File: config.mk
export PLATFORM = sky130hd
export DESIGN_NAME = usb_spectrum_link
export DESIGN_NICKNAME = d
export VERILOG_FILES = /design/src/rtl/usb_spectrum_link.sv
export SDC_FILE = /design/constraint.sdc
export NUM_CORES = 1
export LEC_CHECK = 0
export CAP_MARGIN = 20
export CORE_MARGIN = 2
export CORE_UTILIZATION = 51
export CTS_CLUSTER_DIAMETER = 50
export CTS_CLUSTER_SIZE = 25
export DETAILED_ROUTE_END_ITERATION = 10
export PLACE_DENSITY = 0.85
export SLEW_MARGIN = 20
export SYNTH_ARGS = -nofsm -noshare
export SYNTH_HDL_FRONTEND = slang
export SYNTH_SLANG_ARGS = --single-unit
File: constraint.sdc
create_clock -name CLOCK_50 -period 4.3 [get_ports CLOCK_50]
set_input_delay 0.86 -clock CLOCK_50 [delete_from_list [all_inputs] [get_ports CLOCK_50]]
set_output_delay 0.86 -clock CLOCK_50 [all_outputs]
set_load 0.05 [all_outputs]
File: src/rtl/usb_spectrum_link.sv
// USB command decoder and channel-count streamer, single CLOCK_50 domain.
// Define USB_FRAME_EN to wrap each fetch stream in a header and checksum trailer.
module usb_spectrum_link #(
  parameter int          DATA_W    = 16,
  parameter int          COUNT_W   = 32,
  parameter int          ADDR_W    = 10,
  parameter int          NUM_CH    = 1024,
  parameter int          RD_LAT    = 1,
  parameter logic [15:0] CMD_FETCH = 16'hFFFF,
  parameter logic [15:0] CMD_START = 16'hFFEE,
  parameter logic [15:0] CMD_PAUSE = 16'hFFDD,
  parameter logic [15:0] CMD_CLEAR = 16'hFFCC
) (
  input  logic               CLOCK_50,
  input  logic               rst,
  input  logic [DATA_W-1:0]  usb_read_data,
  input  logic               usb_read_wait,
  output logic               usb_read_en,
  output logic [DATA_W-1:0]  usb_write_data,
  output logic               usb_write_en,
  input  logic               usb_write_wait,
  input  logic [COUNT_W-1:0] channel_count,
  output logic [ADDR_W-1:0]  channel_address,
  output logic               cmd_start,
  output logic               cmd_pause,
  output logic               cmd_clear,
  output logic               busy,
  output logic [DATA_W-1:0]  last_cmd
);

  localparam int WORDS = COUNT_W / DATA_W;
  localparam int IDX_W = $clog2(WORDS + 1);
  localparam int LAT_W = 3;

  localparam logic [DATA_W-1:0] FETCH_CODE = DATA_W'(CMD_FETCH);
  localparam logic [DATA_W-1:0] START_CODE = DATA_W'(CMD_START);
  localparam logic [DATA_W-1:0] PAUSE_CODE = DATA_W'(CMD_PAUSE);
  localparam logic [DATA_W-1:0] CLEAR_CODE = DATA_W'(CMD_CLEAR);
  localparam logic [ADDR_W-1:0] LAST_ADDR  = ADDR_W'(NUM_CH - 1);
  localparam logic [IDX_W-1:0]  LAST_IDX   = IDX_W'(WORDS - 1);
  localparam logic [LAT_W-1:0]  LAT_LOAD   = LAT_W'(RD_LAT);

  // ---------------------------------------------------------------- read side
  typedef enum logic [1:0] {R_IDLE, R_STROBE, R_CAPTURE, R_HOLD} rd_state_t;

  rd_state_t         rd_state_q, rd_state_d;
  logic [DATA_W-1:0] last_cmd_q, last_cmd_d;
  logic              cmd_start_q, cmd_start_d;
  logic              cmd_pause_q, cmd_pause_d;
  logic              cmd_clear_q, cmd_clear_d;
  logic              fetch_req;

  always_ff @(posedge CLOCK_50) begin
    if (rst) begin
      rd_state_q  <= R_IDLE;
      last_cmd_q  <= '0;
      cmd_start_q <= 1'b0;
      cmd_pause_q <= 1'b0;
      cmd_clear_q <= 1'b0;
    end else begin
      rd_state_q  <= rd_state_d;
      last_cmd_q  <= last_cmd_d;
      cmd_start_q <= cmd_start_d;
      cmd_pause_q <= cmd_pause_d;
      cmd_clear_q <= cmd_clear_d;
    end
  end

  always_comb begin
    rd_state_d  = rd_state_q;
    last_cmd_d  = last_cmd_q;
    cmd_start_d = 1'b0;
    cmd_pause_d = 1'b0;
    cmd_clear_d = 1'b0;
    fetch_req   = 1'b0;
    case (rd_state_q)
      R_IDLE:   if (!usb_read_wait) rd_state_d = R_STROBE;
      R_STROBE: rd_state_d = R_CAPTURE;
      R_CAPTURE: begin
        // FIFO data is valid the cycle after the strobe; pulses land in R_HOLD.
        last_cmd_d  = usb_read_data;
        cmd_start_d = (usb_read_data == START_CODE);
        cmd_pause_d = (usb_read_data == PAUSE_CODE);
        cmd_clear_d = (usb_read_data == CLEAR_CODE);
        fetch_req   = (usb_read_data == FETCH_CODE);
        rd_state_d  = R_HOLD;
      end
      R_HOLD:   rd_state_d = R_IDLE;
      default:  rd_state_d = R_IDLE;
    endcase
  end

  assign usb_read_en = (rd_state_q == R_STROBE);
  assign last_cmd    = last_cmd_q;
  assign cmd_start   = cmd_start_q;
  assign cmd_pause   = cmd_pause_q;
  assign cmd_clear   = cmd_clear_q;

  // --------------------------------------------------------------- write side
  // Write handshake: a word transfers in any cycle where usb_write_en=1, and
  // usb_write_en is only raised while usb_write_wait=0, never on back-to-back cycles.
  typedef enum logic [2:0] {
    W_IDLE,
    W_ADDR,
    W_WAIT,
    W_SEND
`ifdef USB_FRAME_EN
    ,
    W_HDR,
    W_CSUM
`endif
  } wr_state_t;

  wr_state_t          wr_state_q, wr_state_d;
  logic [ADDR_W-1:0]  addr_q, addr_d;
  logic [IDX_W-1:0]   idx_q, idx_d;
  logic [LAT_W-1:0]   lat_q, lat_d;
  logic [COUNT_W-1:0] shift_q, shift_d;
  logic               gap_q, gap_d;
  logic               busy_q, busy_d;
  logic               write_ok;
`ifdef USB_FRAME_EN
  localparam logic [DATA_W-1:0] HDR_WORD = DATA_W'(16'hA55A);
  localparam logic [DATA_W-1:0] NCH_WORD = DATA_W'(NUM_CH);
  logic [DATA_W-1:0]  csum_q, csum_d;
`endif

  always_ff @(posedge CLOCK_50) begin
    if (rst) begin
      wr_state_q <= W_IDLE;
      addr_q     <= '0;
      idx_q      <= '0;
      lat_q      <= '0;
      shift_q    <= '0;
      gap_q      <= 1'b0;
      busy_q     <= 1'b0;
`ifdef USB_FRAME_EN
      csum_q     <= '0;
`endif
    end else begin
      wr_state_q <= wr_state_d;
      addr_q     <= addr_d;
      idx_q      <= idx_d;
      lat_q      <= lat_d;
      shift_q    <= shift_d;
      gap_q      <= gap_d;
      busy_q     <= busy_d;
`ifdef USB_FRAME_EN
      csum_q     <= csum_d;
`endif
    end
  end

  assign write_ok = !gap_q && !usb_write_wait;

  always_comb begin
    wr_state_d     = wr_state_q;
    addr_d         = addr_q;
    idx_d          = idx_q;
    lat_d          = lat_q;
    shift_d        = shift_q;
    gap_d          = 1'b0;
    busy_d         = busy_q;
    usb_write_en   = 1'b0;
    usb_write_data = '0;
`ifdef USB_FRAME_EN
    csum_d         = csum_q;
`endif
    case (wr_state_q)
      W_IDLE: begin
        busy_d = 1'b0;
        if (fetch_req) begin
          addr_d = '0;
          idx_d  = '0;
          busy_d = 1'b1;
`ifdef USB_FRAME_EN
          csum_d     = '0;
          wr_state_d = W_HDR;
`else
          wr_state_d = W_ADDR;
`endif
        end
      end
`ifdef USB_FRAME_EN
      W_HDR: begin
        if (write_ok) begin
          usb_write_en   = 1'b1;
          usb_write_data = (idx_q == '0) ? HDR_WORD : NCH_WORD;
          gap_d          = 1'b1;
          if (idx_q == IDX_W'(1)) begin
            idx_d      = '0;
            wr_state_d = W_ADDR;
          end else begin
            idx_d = idx_q + IDX_W'(1);
          end
        end
      end
`endif
      W_ADDR: begin
        lat_d      = LAT_LOAD;
        wr_state_d = W_WAIT;
      end
      W_WAIT: begin
        // Count reaches zero on this edge: memory output has settled.
        lat_d = lat_q - LAT_W'(1);
        if (lat_q <= LAT_W'(1)) begin
          shift_d    = channel_count;
          idx_d      = '0;
          wr_state_d = W_SEND;
        end
      end
      W_SEND: begin
        if (write_ok) begin
          usb_write_en   = 1'b1;
          usb_write_data = shift_q[DATA_W-1:0];
          shift_d        = shift_q >> DATA_W;
          gap_d          = 1'b1;
`ifdef USB_FRAME_EN
          csum_d         = csum_q + shift_q[DATA_W-1:0];
`endif
          if (idx_q == LAST_IDX) begin
            idx_d = '0;
            if (addr_q == LAST_ADDR) begin
`ifdef USB_FRAME_EN
              wr_state_d = W_CSUM;
`else
              wr_state_d = W_IDLE;
              busy_d     = 1'b0;
`endif
            end else begin
              addr_d     = addr_q + ADDR_W'(1);
              wr_state_d = W_ADDR;
            end
          end else begin
            idx_d = idx_q + IDX_W'(1);
          end
        end
      end
`ifdef USB_FRAME_EN
      W_CSUM: begin
        if (write_ok) begin
          usb_write_en   = 1'b1;
          usb_write_data = csum_q;
          gap_d          = 1'b1;
          busy_d         = 1'b0;
          wr_state_d     = W_IDLE;
        end
      end
`endif
      default: wr_state_d = W_IDLE;
    endcase
  end

  assign channel_address = addr_q;
  assign busy            = busy_q;

endmodule

==> metrics.csv <==
stage;metric;value;unit
critical_path;cp_slowest_cell;clkdlybuf4s50_1;
critical_path;worstPathRequired;3440;ps
outcome;outcome;finished clean;
critical_path;cpPeakStageDelay;830;ps
grt;antenna_found_initial;0;
min_path;min_to;idx_q[1]$_SDFFE_PP0P_;
floorplanning;row_count;29;
pwr;power;1.67;mW
critical_path;cp_max_fo;6;
clock_tree;clk_latency;350;ps
synth;synth-seq-cells;72;
clock_tree;cts_made_buffers;9;
min_path;min_path_type;reg -> reg;
detailed_routing;num_vias;3232;
critical_path;crit_type;in -> out;
job;cap_viol_max_count;0;
final_layout;finish.utilization;71.4;%
critical_path;critical_path_arrival;2740;ps
floorplanning;die_w;86.2;um
synth;yosys_warnings;0;
synth;synth_fp_nets;448;
synth;synthMuxAreaShare;9.59;%
synth;synth_flop_cell;dfxtp_1;
final_layout;area_delta_synth_final;34.0;%
critical_path;crit_path_frequent_cell;clkdlybuf4s50_1;
final_layout;design_area;4610;um2
min_path;min_path_cells;2;
synth;synth_top_family_by_area;simple AND/OR/NAND/NOR gates;
synth;synth.distinct_cells;46;
final_layout;num-nets-final;536;
clock_tree;htreeDepth;3;
grt;grt_pass1_vias;3090;
sta;rsz0062_at_grt;false;
placement;place.gp.congestion;0.874;
sta;setup-tns-final;0;ps
clock_tree;post_cts_buffers;0;
synth;ys_top_cells_by_area;dfxtp_1, mux2i_1, a211oi_1, nor2_1, ha_1;
synth;synth_top_cell_by_area;dfxtp_1;
sta;whs;440;ps
pwr;seqPwrFrac;43.3;%
pwr;vdd_drop_max;0.264;mV
synth;async_reset_ff_share;0;%
critical_path;r2r_end;channel_address[0]$_SDFFE_PP0P_;
final_layout;drive_above_1_share;9.62;%
pwr;p_clk_share;33.3;%
critical_path;rrSetupSlack;1760;ps
clock_tree;clock_sinks;72;
final_layout;final_cells;555;
clock_tree;post_cts_resized;0;
critical_path;critPathCaptureType;output pin;
synth;ys_seq_area_share;41.8;%
sta;hold_viol;0;
pwr;power.internal;1.15;mW
pwr;p_sw;0.520;mW
detailed_routing;ant_nets;0;
detailed_routing;routedWlPerCell;15.6;um
placement;place_inst;539;
synth;yosysTopAreaCellShare;41.8;%
floorplanning;die_h;86.2;um
critical_path;start_kind;input pin;
synth;netlist_area;3440;um2
sta;finalClockSkew;15.9;ps
pwr;power.leakage;1.55;nW
critical_path;r2r_cells;7;
detailed_routing;routed_wl;8640;um
pwr;power_switching_share;31.2;%
grt;grt_usage;23.8;%
clock_tree;clkTransAtPathRegs;80;ps
critical_path;crit_path_cell_trace;clkdlybuf4s50_1, or3b_1, inv_1, clkdlybuf4s50_1;
clock_tree;clockBufferDepth;2;
sta;timing.final.ws_setup;702;ps
sta;finalCriticalPeriod;3600;ps
detailed_routing;first_pass_iters;4;
critical_path;timing.rr.start;rd_state_q[0]$_SDFFE_PP0P_;
clock_tree;cts_root_buf;clkbuf_8;
detailed_routing;drc;0;
floorplanning;die-area;7430;um2
grt;grt_max_degree;67;
sta;worst_slew_pin_slew;679;ps
detailed_routing;drt-initial-drc-count;131;
floorplanning;initial_core_util;53.3;%
synth;synthAdderAreaFrac;4.00;%
sta;clock.fmax;278;MHz
synth;synth.avg_cell_area;8.95;um2
placement;dpl_cell_area;4410;um2
synth;synth_xor_area_share;0;%
sta;post-route-period-util;83.7;%
placement;dp_hpwl;6170;um
pwr;powerDensity;361;nW/um2
placement;portBuffers;99;
min_path;hp-start;idx_q[1]$_SDFFE_PP0P_;
pwr;p_comb_share;23.4;%
floorplanning;core_area;6460;um2
sta;max_slew_margin;54.7;%
detailed_routing;via_per_inst;5.82;
clock_tree;ctsHoldBuffers;0;
floorplanning;num_io_pins;100;
synth;synth_simple_gate_area_share;22.3;%
grt;grt_pass1_wl;14200;um
final_layout;diodes;0;
grt;grt_overflow_total;0;
sta;setup_violations;0;
sta;slew_viol_final;0;
synth;synth-compound-area-share;17.2;%
synth;synth_edf_count;0;
clock_tree;cts_tree;built;
synth;syn_inst;385;
placement;dp_slack;705;ps
-- how the worst max path moves through the flow --
stage / from / endpoint / slack [ps]
CTS: usb_write_wait / usb_write_en / 700
floorplan: usb_write_wait / usb_write_data[10] / 850
detailed placement: usb_write_wait / usb_write_en / 710
global placement: usb_write_wait / usb_write_en / 720
global route: usb_write_wait / usb_write_en / 650
finish: usb_write_wait / usb_write_en / 700
-- area by class of cell --
cell class	instances	area, um2
Fill cell	494	1840
Multi-Input combinational cell	273	1840
Sequential cell	72	1440
Timing Repair Buffer	104	983
Clock buffer	10	138
Tap cell	77	96.3
Clock inverter	6	67.6
Inverter	13	48.8
-- logic make-up (layout without fill, tap and decap cells) --
| logic type | count (synthesis) | after routing |
|---|---|---|
| AOI/OAI and AO/OA | 81 | 81 |
| adders and majority gates | 11 | 11 |
| buffers and inverters | 40 | 133 |
| DFF | 72 | 72 |
| muxes | 33 | 33 |
| and+or+nand+nor | 148 | 148 |
-- cell usage after synthesis (8+ instances only) --
cell / instances
a211oi_1: 19
a21oi_1: 23
and2_1: 18
clkbuf_1: 16
dfxtp_1: 72
ha_1: 11
inv_1: 13
mux2i_1: 33
nand2_1: 33
nand3_1: 8
nand3b_1: 16
nand4_1: 8
nor2_1: 37
o32ai_1: 8
-- layout by cell type (no fill, tap or decap), drive strengths merged, types with 2 or more instances in the layout --
| cell type | count |
|---|---|
| or3 | 4 |
| nor4 | 2 |
| clkbuf | 10 |
| clkdlybuf4s50 | 82 |
| dfxtp | 72 |
| nand3 | 8 |
| nand2b | 5 |
| a21oi | 23 |
| or2 | 2 |
| o311ai | 2 |
| o21a | 2 |
| mux2i | 33 |
| ha | 11 |
| nor3 | 6 |
| a32o | 2 |
| buf | 22 |
| nand4 | 8 |
| o32ai | 8 |
| and3 | 3 |
| nor2 | 37 |
| nand2 | 34 |
| clkinvlp | 2 |
| clkinv | 2 |
| a211oi | 19 |
| o21ai | 7 |
| inv | 14 |
| and2 | 18 |
| o41ai | 3 |
| a41oi | 3 |
| a2111oi | 6 |
| nand3b | 16 |
-- flip-flops by register name (all words and copies together), names as in the netlist --
name             flops
wr_state_q           2
gap_q                1
channel_address     10
rd_state_q           2
cmd_pause            1
lat_q                3
shift_q             32
busy                 1
cmd_start            1
idx_q                2
last_cmd            16
cmd_clear            1
-- per-layer routing --
metal | vias up | global-route usage (%) | part of all wire, % | wire length (um)
li1 | 1586 | - | - | -
met2 | 126 | 39.0 | 50 | 4290
met5 | - | 0 | 0 | 0
met1 | 1499 | 29.7 | 42 | 3630
met3 | 21 | 5.90 | 6.1 | 525
met4 | 0 | 10.7 | 2.2 | 194
-- power by group through the flow --
| stage | Combinational (mW) | Sequential [mW] | Clock [mW] |
|---|---|---|---|
| global route | 0.414 | 0.727 | 0.592 |
| CTS | 0.391 | 0.722 | 0.562 |
| detailed placement | 0.389 | 0.737 | 0 |
| floorplan | 0.158 | 0.829 | 0 |
| global placement | 0.375 | 0.735 | 0 |
| finish | 0.390 | 0.722 | 0.555 |
-- critical path, delay by kind of cell --
family                 cells  cell delay, ps
and+or+nand+nor            1             490
buffers and inverters      3            1380
Power figures use the tool's default switching activity.
